`src/rtl/md_pkg.sv`:
```
// Shared op-code values and FSM state encoding for the multiply/divide unit.
package md_pkg;

  localparam logic [3:0] MD_MULT  = 4'b0000;
  localparam logic [3:0] MD_MULTU = 4'b0001;
  localparam logic [3:0] MD_DIV   = 4'b0010;
  localparam logic [3:0] MD_DIVU  = 4'b0011;
  localparam logic [3:0] MD_MTHI  = 4'b0100;
  localparam logic [3:0] MD_MTLO  = 4'b0101;
  localparam logic [3:0] MD_MADD  = 4'b0110;
  localparam logic [3:0] MD_MADDU = 4'b0111;
  localparam logic [3:0] MD_MSUB  = 4'b1000;
  localparam logic [3:0] MD_MSUBU = 4'b1001;

  typedef enum logic [1:0] {
    ST_IDLE = 2'd0,
    ST_MUL  = 2'd1,
    ST_DIV  = 2'd2,
    ST_FIX  = 2'd3
  } md_state_e;

endpackage

```
`src/rtl/md_divider.sv`:
```
// Iterative restoring divider: one quotient bit per cycle on operand magnitudes,
// then a one-cycle result phase where signs are re-applied to quotient/remainder.
module md_divider
  import md_pkg::*;
#(
  parameter int WIDTH = 32
) (
  input  logic             clk,
  input  logic             reset,
  input  logic             i_start,
  input  logic             i_signed,
  input  logic [WIDTH-1:0] i_dividend,
  input  logic [WIDTH-1:0] i_divisor,
  input  logic             i_abort,
  input  logic             i_freeze,
  output logic             o_busy,
  output logic             o_last,
  output logic             o_done,
  output logic             o_dz,
  output logic [WIDTH-1:0] o_quo,
  output logic [WIDTH-1:0] o_rem
);

  localparam int CW = $clog2(WIDTH);

  logic             r_busy;
  logic             r_fix;
  logic             r_neg_q;
  logic             r_neg_r;
  logic             r_dz;
  logic [CW-1:0]    r_cnt;
  logic [WIDTH-1:0] r_quo;
  logic [WIDTH-1:0] r_rem;
  logic [WIDTH-1:0] r_div;

  logic             w_a_neg;
  logic             w_b_neg;
  logic [WIDTH-1:0] w_a_mag;
  logic [WIDTH-1:0] w_b_mag;
  logic [WIDTH:0]   w_shift;
  logic [WIDTH:0]   w_diff;
  logic             w_ge;

  // The most-negative magnitude is still correct when read as unsigned.
  always_comb begin
    w_a_neg = i_signed & i_dividend[WIDTH-1];
    w_b_neg = i_signed & i_divisor[WIDTH-1];
    w_a_mag = w_a_neg ? -i_dividend : i_dividend;
    w_b_mag = w_b_neg ? -i_divisor : i_divisor;
    w_shift = {r_rem, r_quo[WIDTH-1]};
    w_diff  = w_shift - {1'b0, r_div};
    w_ge    = ~w_diff[WIDTH];
  end

  always_ff @(posedge clk) begin
    if (reset) begin
      r_busy  <= 1'b0;
      r_fix   <= 1'b0;
      r_neg_q <= 1'b0;
      r_neg_r <= 1'b0;
      r_dz    <= 1'b0;
      r_cnt   <= '0;
      r_quo   <= '0;
      r_rem   <= '0;
      r_div   <= '0;
    end else if (i_abort) begin
      r_busy <= 1'b0;
      r_fix  <= 1'b0;
      r_cnt  <= '0;
    end else if (i_start) begin
      r_busy  <= 1'b1;
      r_fix   <= 1'b0;
      r_cnt   <= '0;
      r_quo   <= w_a_mag;
      r_rem   <= '0;
      r_div   <= w_b_mag;
      r_neg_q <= w_a_neg ^ w_b_neg;
      r_neg_r <= w_a_neg;
      r_dz    <= (i_divisor == '0);
    end else if (!i_freeze) begin
      if (r_busy) begin
        r_quo <= {r_quo[WIDTH-2:0], w_ge};
        r_rem <= w_ge ? w_diff[WIDTH-1:0] : w_shift[WIDTH-1:0];
        r_cnt <= r_cnt + 1'b1;
        if (r_cnt == CW'(WIDTH - 1)) begin
          r_busy <= 1'b0;
          r_fix  <= 1'b1;
          r_cnt  <= '0;
        end
      end else begin
        r_fix <= 1'b0;
      end
    end
  end

  assign o_busy = r_busy | r_fix;
  assign o_last = r_busy & ~i_freeze & ~i_abort & (r_cnt == CW'(WIDTH - 1));
  assign o_done = r_fix;
  assign o_dz   = r_dz;
  assign o_quo  = r_neg_q ? -r_quo : r_quo;
  assign o_rem  = r_neg_r ? -r_rem : r_rem;

endmodule

```
`src/rtl/md_unit_iter.sv`:
```
// EX-stage multiply/divide unit with HI/LO registers, cancel and completion pulse.
// Define MD_MADD_EN to build the MADD/MADDU/MSUB/MSUBU accumulate ops.
module md_unit_iter
  import md_pkg::*;
#(
  parameter int WIDTH   = 32,
  parameter int MUL_LAT = 5
) (
  input  logic             clk,
  input  logic             reset,
  input  logic             Start,
  input  logic [3:0]       MD_ctr,
  input  logic [WIDTH-1:0] RD1,
  input  logic [WIDTH-1:0] RD2,
  input  logic             lock_muldiv,
  input  logic             Cancel,
  output logic             Busy,
  output logic             Done,
  output logic [WIDTH-1:0] HIO,
  output logic [WIDTH-1:0] LOO
);

  localparam int CW = $clog2(MUL_LAT + 1);

  md_state_e          r_state;
  md_state_e          w_state_next;
  logic [CW-1:0]      r_cnt;
  logic [CW-1:0]      w_cnt_next;
  logic [3:0]         r_op;
  logic [WIDTH-1:0]   r_a;
  logic [WIDTH-1:0]   r_b;
  logic [WIDTH-1:0]   r_hi;
  logic [WIDTH-1:0]   r_lo;
  logic               r_done;

  logic               w_accept;
  logic               w_is_mul;
  logic               w_is_div;
  logic               w_mul_fire;
  logic               w_div_fire;
  logic               w_mul_signed;
  logic [2*WIDTH-1:0] w_ext_a;
  logic [2*WIDTH-1:0] w_ext_b;
  logic [2*WIDTH-1:0] w_prod;
  logic [2*WIDTH-1:0] w_mul_result;

  logic               w_div_busy;
  logic               w_div_last;
  logic               w_div_done;
  logic               w_div_dz;
  logic [WIDTH-1:0]   w_div_quo;
  logic [WIDTH-1:0]   w_div_rem;

  assign Busy     = (r_state != ST_IDLE);
  assign w_accept = Start & ~Busy & ~lock_muldiv & ~Cancel;

  always_comb begin
    w_is_mul = (MD_ctr == MD_MULT) || (MD_ctr == MD_MULTU);
`ifdef MD_MADD_EN
    if (MD_ctr inside {MD_MADD, MD_MADDU, MD_MSUB, MD_MSUBU}) w_is_mul = 1'b1;
`endif
    w_is_div = (MD_ctr == MD_DIV) || (MD_ctr == MD_DIVU);
  end

  // Product is formed from the latched operands, so it is stable for the whole op.
  always_comb begin
    w_mul_signed = (r_op == MD_MULT) || (r_op == MD_MADD) || (r_op == MD_MSUB);
    w_ext_a = w_mul_signed ? {{WIDTH{r_a[WIDTH-1]}}, r_a} : {{WIDTH{1'b0}}, r_a};
    w_ext_b = w_mul_signed ? {{WIDTH{r_b[WIDTH-1]}}, r_b} : {{WIDTH{1'b0}}, r_b};
    w_prod  = w_ext_a * w_ext_b;
`ifdef MD_MADD_EN
    case (r_op)
      MD_MADD, MD_MADDU: w_mul_result = {r_hi, r_lo} + w_prod;
      MD_MSUB, MD_MSUBU: w_mul_result = {r_hi, r_lo} - w_prod;
      default:           w_mul_result = w_prod;
    endcase
`else
    w_mul_result = w_prod;
`endif
  end

  md_divider #(.WIDTH(WIDTH)) u_div (
    .clk        (clk),
    .reset      (reset),
    .i_start    (w_accept & w_is_div),
    .i_signed   (MD_ctr == MD_DIV),
    .i_dividend (RD1),
    .i_divisor  (RD2),
    .i_abort    (Cancel),
    .i_freeze   (lock_muldiv),
    .o_busy     (w_div_busy),
    .o_last     (w_div_last),
    .o_done     (w_div_done),
    .o_dz       (w_div_dz),
    .o_quo      (w_div_quo),
    .o_rem      (w_div_rem)
  );

  // Cancel overrides everything, including a completion on the same edge.
  always_comb begin
    w_state_next = r_state;
    w_cnt_next   = r_cnt;
    w_mul_fire   = 1'b0;
    w_div_fire   = 1'b0;
    if (Cancel) begin
      w_state_next = ST_IDLE;
      w_cnt_next   = '0;
    end else begin
      case (r_state)
        ST_IDLE: begin
          if (w_accept && w_is_mul) begin
            w_state_next = ST_MUL;
            w_cnt_next   = CW'(1);
          end else if (w_accept && w_is_div) begin
            w_state_next = ST_DIV;
          end
        end
        ST_MUL: begin
          if (!lock_muldiv) begin
            if (r_cnt == CW'(MUL_LAT)) begin
              w_state_next = ST_IDLE;
              w_cnt_next   = '0;
              w_mul_fire   = 1'b1;
            end else begin
              w_cnt_next = r_cnt + 1'b1;
            end
          end
        end
        ST_DIV: begin
          if (!w_div_busy)     w_state_next = ST_IDLE;
          else if (w_div_last) w_state_next = ST_FIX;
        end
        ST_FIX: begin
          if (!lock_muldiv && w_div_done) begin
            w_state_next = ST_IDLE;
            w_div_fire   = 1'b1;
          end
        end
        default: w_state_next = ST_IDLE;
      endcase
    end
  end

  always_ff @(posedge clk) begin
    if (reset) begin
      r_state <= ST_IDLE;
      r_cnt   <= '0;
      r_op    <= '0;
      r_a     <= '0;
      r_b     <= '0;
    end else begin
      r_state <= w_state_next;
      r_cnt   <= w_cnt_next;
      if (w_accept) begin
        r_op <= MD_ctr;
        r_a  <= RD1;
        r_b  <= RD2;
      end
    end
  end

  // A divide by zero runs to completion and pulses Done but leaves HI/LO alone.
  always_ff @(posedge clk) begin
    if (reset) begin
      r_hi   <= '0;
      r_lo   <= '0;
      r_done <= 1'b0;
    end else begin
      r_done <= w_mul_fire | w_div_fire;
      if (w_accept && (MD_ctr == MD_MTHI)) begin
        r_hi <= RD1;
      end else if (w_accept && (MD_ctr == MD_MTLO)) begin
        r_lo <= RD1;
      end else if (w_mul_fire) begin
        {r_hi, r_lo} <= w_mul_result;
      end else if (w_div_fire && !w_div_dz) begin
        r_hi <= w_div_rem;
        r_lo <= w_div_quo;
      end
    end
  end

  assign Done = r_done;
  assign HIO  = r_hi;
  assign LOO  = r_lo;

endmodule
```
`config.mk`:
```
export PLATFORM = sky130hd
export DESIGN_NAME = md_unit_iter
export DESIGN_NICKNAME = d
export VERILOG_FILES = /design/src/rtl/md_pkg.sv /design/src/rtl/md_divider.sv /design/src/rtl/md_unit_iter.sv
export SDC_FILE = /design/constraint.sdc
export NUM_CORES = 2
export LEC_CHECK = 0
export CAP_MARGIN = 20
export CORE_MARGIN = 10
export CORE_UTILIZATION = 55
export DETAILED_ROUTE_END_ITERATION = 8
export GPL_TIMING_DRIVEN = 0
export PLACE_DENSITY = 0.75
export SYNTH_ARGS = -nofsm -noshare
export SYNTH_HDL_FRONTEND = slang
export SYNTH_HIERARCHICAL = 1
export SYNTH_SLANG_ARGS = --single-unit
```
`constraint.sdc`:
```
create_clock -name clk -period 8.95 [get_ports clk]
set_input_delay 0.895 -clock clk [delete_from_list [all_inputs] [get_ports clk]]
set_output_delay 0.895 -clock clk [all_outputs]
set_load 0.01 [all_outputs]
```
# After elaboration in Yosys (flattened, before gate mapping)
# Index checks and enable logic that the tools add are counted.
dict set report op_classes {
  n_addsub 7
  multipliers 1
  div_mod_pow 0
  n_lt_le_gt_ge 0
  n_eq_ne 21
  n_shift 0
  muxes 46
  bitwise 17
  reduce_logical 31
}
# operator n
set ops {}
lappend ops {{two-way mux 32 bit} 18}
lappend ops {{two-way mux 64 bit} 2}
lappend ops {{negation 32 bit} 4}
lappend ops {{multiplier 64 x 64 -> 64 bit} 1}
lappend ops {{subtractor 33 x 32 -> 33 bit} 1}
lappend ops {{logical NOT 32 bit} 1}
lappend ops {{two-way mux 2 bit} 7}
lappend ops {{two-way mux 1 bit} 13}
lappend ops {{== test 4 x 3 -> 1 bit, second input constant} 3}
lappend ops {{inequality test 2 bit, second input constant} 6}
lappend ops {{AND reduction 2 bit} 5}
lappend ops {{AND 1 bit} 9}
lappend ops {{two-way mux 3 bit} 3}
lappend ops {{== test 4 x 2 -> 1 bit, second input constant} 2}
lappend ops {{logical NOT 4 bit} 2}
lappend ops {{case mux 2 bit (4 select lines)} 1}
lappend ops {{logical AND 1 bit} 6}
lappend ops {{case mux 3 bit (2 select lines)} 1}
lappend ops {{AND reduction 3 bit} 2}
lappend ops {{nonzero test 2 bit} 3}
lappend ops {{nonzero test 3 bit} 2}
lappend ops {{adder 5 x 1 -> 5 bit, second input constant} 1}
lappend ops {{== test 5 bit, second input constant} 1}
lappend ops {{two-way mux 5 bit} 1}
lappend ops {{18 further kinds} 28}
dict set report totals {
  register_bits 244
  latch_bits 0
  ram_bits 0
  mem_bits_ro 0
  input_bits 73
  out_inout_bits 66
  word_cells 140
  mem_count 0
}

# Longest topological paths before layout
dict set report logic_depth {
  depth_word 10
  depth_mapped 39
  ltp_nobuf 36
}

# Cells and area by module
# The synthesis kept the hierarchy.
# mod instances cells_per_inst area_per_inst_um2 seq_area_each_um2
set modules_own_cells {}
lappend modules_own_cells {md_unit_iter 1 5974 53492.6 2762.6}
lappend modules_own_cells {md_divider 1 1136 8505.7 2122.0}

# Worst setup path after synthesis
# OpenSTA, ideal clock, no wires.
dict set report synth_path {
  path_type {flip-flop to flip-flop}
  start {register r_op[2]}
  end {register r_hi[31] (netlist: HIO[31])}
  setup_ps 103
  t_arrival_ps 9539
  required_time_ps 8847
  path_slack_ps -692
  stages_incl_launch_ff 34
  path_buffers 2
  synth_period_minus_slack_ps 9642
  path_cell_list {dfxtp_1 -> nand2_1 -> nor2_1 -> nor2_1 -> nor2_1 -> and2_0 -> clkbuf_1 -> clkbuf_1 -> nand2_1 -> fa_1 -> inv_1 -> fa_1 -> fa_1 -> inv_1 -> fa_1 -> inv_1 -> fa_1 -> fa_1 -> fa_1 -> fa_1 -> fa_1 -> inv_1 -> fa_1 -> inv_1 -> ha_1 -> a21oi_1 -> o21ai_0 -> nor2b_1 -> nand4_1 -> o21a_1 -> a221o_1 -> o31ai_4 -> xnor2_1 -> a2111oi_2}
}
dict set report synth_via {
  elab_chain_cells 8
  word_cells_on_any_way 11
  cone_classes {mul: 1; eq/ne: 2; mux: 5; reduce/logical: 3}
}
# item line
set synth_rtl {}
lappend synth_rtl {{start: declaration} md_unit_iter.sv:29} ;# logic [3:0] r_op;
lappend synth_rtl {{start signal: assignment} md_unit_iter.sv:155} ;# r_op <= MD_ctr;
lappend synth_rtl {{== test 4 x 3 -> 1 bit or logical NOT 4 bit (tied branches)} md_unit_iter.sv:67} ;# w_mul_signed = (r_op == MD_MULT) || (r_op == MD_MADD) || (r_op == MD_MSUB);
lappend synth_rtl {{logical OR 1 bit} md_unit_iter.sv:67}
lappend synth_rtl {{logical OR 1 bit (*)} md_unit_iter.sv:67}
lappend synth_rtl {{two-way mux 64 bit (on tied branches)} {md_unit_iter.sv:68, md_unit_iter.sv:69}}
lappend synth_rtl {{multiplier 64 x 64 -> 64 bit (*)} md_unit_iter.sv:70} ;# w_prod = w_ext_a * w_ext_b;
lappend synth_rtl {{two-way mux 32 bit (*)} md_unit_iter.sv:174} ;# end else if (w_mul_fire) begin
lappend synth_rtl {{two-way mux 32 bit (*)} md_unit_iter.sv:172} ;# end else if (w_accept && (MD_ctr == MD_MTLO)) begin
lappend synth_rtl {{two-way mux 32 bit (*)} md_unit_iter.sv:170} ;# if (w_accept && (MD_ctr == MD_MTHI)) begin
lappend synth_rtl {{end signal: assignment} md_unit_iter.sv:175} ;# {r_hi, r_lo} <= w_mul_result;
lappend synth_rtl {{end signal: assignment} md_unit_iter.sv:177} ;# r_hi <= w_div_rem;
lappend synth_rtl {{end: declaration} md_unit_iter.sv:32} ;# logic [WIDTH-1:0] r_hi;
# Every way passes the cells marked *; elsewhere a longest branch is shown, timed or not. The select of a mux whose other input is x is not followed.
# A chain may end at the register's enable or synchronous reset.

# Worst setup path in the final report
# Ends and elaborated chain as after synthesis.

==> reports/results.ini <==
[status]
outcome = complete, but fails checks
violations = setup timing

[timing]
finalSetupViolCount = 20
period_needed_ps = 9688
worst_pin_slew_ps = 1126
slew_violations = 0
max_slew_margin_pct = 24.64
fmax_mhz = 103.2
setup_tns_ps = -6791
hold_viol = 0
fin_worst_skew_ps = 24.27
rsz0062_at_grt = yes
holdWs_ps = 469.5
period_share_pct = 108.2
fin_ws_ps = -738.3

[route]
drt_pre_antenna_iters = 8
drtIter0Drc = 5606
drcViolationCount = 0
vias_per_cell = 5.901
routed_wl_um = 246300
wl_per_cell_um = 27.77
vias = 52322
ant_nets = 0

[final_layout]
stdcell_count = 8867
area_delta_synth_final_pct = 10.90
final_nets = 9165
drive_gt1_share_pct = 8.795
multi_input_area_mm2 = 0.05073
n_fill_cell = 9945
sequential_cell_area_mm2 = 0.005010
finish.utilization_pct = 61.28

[floorplanning]
initial_core_util_pct = 55.26
die_w_um = 355.7
core-area_mm2 = 0.1122
fp.dieH_um = 355.7
fp-row-count = 123
dieArea_mm2 = 0.1266
io_pins = 139

[synthesis]
syn_inst = 7110
synth_most_common_cell = inv_1
yosys.area.top_type_share_pct = 45.85
synthesis.area_mm2 = 0.06200
yosysUniqueCellTypes = 86
async_flop_share_pct = 0
yosysTopAreaCell = fa_1
synth_edf_count = 0
synth_nets = 8949
ys_ff_latch = 244
synth.top_cells.by_count = 1,633 x inv_1, 1,420 x fa_1, 1,121 x nand2_1
yosys-top-cells-area = fa_1 46%, inv_1 9.9%, dfxtp_1 7.9%
synthFlopType = dfxtp_1
synth_area_per_cell_um2 = 8.720
synth_warnings = 6
seq_area_frac_synth_pct = 7.879

[setup_path]
path_buf_inv = 5
cp.arrival_ps = 10180
critPathSlowestCell = fa_2
cp_common_cell = fa_1
max_stage_delay_ps = 690
critPathLaunchType = flop
cp_data_required_time_ps = 9440
crit_fanout = 6
worstSetupEndpointType = flop
cp_top_family = adder cells
critPathKind = reg -> reg

[job]
maxCapViolCount = 0

[pwr]
ir_worst_vdd_mv = 0.1578
leakage_nw = 34.14
finalPower_mw = 3.377
power_density_mw_per_mm2 = 49.11

[cts]
cts_hold_buffers = 0
h-tree-depth = 1
clock_sinks = 244
clk_latency_ps = 600
cts_tree = yes
cts.clk_slew.worst_paths_ps = 70
root_buffer = clkbuf_16
clockBufferDepth = 3
numCtsBuffers = 26

[global_route]
track_usage_pct = 38.86
grt_overflow = 0
grt_pass1_wl_um = 358000
grt_max_degree = 27
grt_antenna_before_repair = 26
grt_pass1_vias = 53693

[placed_design]
place_congestion = 1.041
dp_hpwl_um = 207700
place_inst = 8756
port_buffers = 138

[hold_path]
hp-class = reg -> reg

[metal layers]
metal  vias to the layer above  part of all wire (%)  wire length (um)  global-route usage [%]
li1                      21758                     -                 -                       -
met1                     26539                    37             89960                   49.52
met2                      3153                    44            109500                   59.25
met3                       858                    11             27410                   9.887
met4                        14                   7.8             19320                   23.92
met5                         -                 0.040                98                       0
[cell usage in the layout (no fill, tap or decap), types with 44 or more instances in the layout]
cell type,count
buf_4,94
inv_1,1589
a21o_1,58
dfxtp_1,196
xor2_1,69
clkbuf_1,170
a21oi_1,251
nor2_1,195
xnor2_1,171
a211oi_1,59
and2_1,338
fa_2,44
nor3_1,50
clkbuf_2,73
fa_1,1376
nand2_1,1099
o21ai_0,144
clkdlybuf4s50_1,138
nand3_1,58
ha_1,319
clkbuf_4,46
[layout make-up]
class,count,area share [%]
Buffer,351,2.677
Multi-Input combinational cell,4839,73.78
Sequential cell,244,7.287
Timing Repair Buffer,231,3.252
Clock inverter,12,0.1674
Tap cell,1500,2.730
Antenna cell,22,0.08007
Inverter,1633,8.941
Clock buffer,35,1.083
[tightest hold or removal path: cells and delay by family, from the launching register on]
kind | cells | cell delay [ps]
and+or+nand+nor | 1 | 50
AOI/OAI and AO/OA | 1 | 50
DFF | 1 | 320
[registers in the layout, indices dropped and copies added, names as in the netlist, 2 cells and up]
register,flops
r_cnt,3
r_a,32
u_div/r_cnt,5
r_b,32
u_div/r_div,32
u_div/r_quo,32
r_state,2
u_div/r_rem,32
HIO,32
LOO,32
r_op,4
[path summary, 6_finish.rpt]
kind                                      from  depth (start not counted)             end  slack (ps)
worst max-delay path                   r_op[2]                         31         HIO[31]        -740
worst max register to register         r_op[2]                         31         HIO[31]        -740
worst min register to register  u_div/r_cnt[4]                          2  u_div/r_cnt[4]         470
worst min-delay path            u_div/r_cnt[4]                          2  u_div/r_cnt[4]         470
[stage by stage]
| step | setup WS (ps) | area [um^2] |
|---|---|---|
| 6_report | -738.3 | 68750 |
| 5_1_grt | -898.9 | 68710 |
| 4_1_cts | -681.1 | 67720 |
| 3_5_place_dp | -2619 | 65460 |
| 3_3_place_gp | -2602 | 65330 |
| 2_1_floorplan | 0.4734 | 62070 |
[timing repair]
action	4_1_cts	5_1_grt
gates cloned	1	0
endpoints found under the hold margin	0	0
setup buffers	40	45
pin swaps	72	93
gates resized for setup	438	301
setup endpoints to repair	44	37
[cell families after synthesis]
group / Yosys count / share of synthesized area, %
simple gates: 1999 / 14.77
mux: 26 / 0.4218
fa+ha+maj: 1770 / 52.90
buf+inv: 2027 / 12.30
flops: 244 / 7.879
xor+xnor: 259 / 3.659
compound gates: 785 / 8.070
[report_power, final]
part / internal [mW] / total [mW] / switching [mW]
clock: 0.616 / 1.13 / 0.515
combinational: 0.379 / 1.10 / 0.718
sequential: 1.09 / 1.15 / 0.0542
Power figures use the tool's default switching activity.
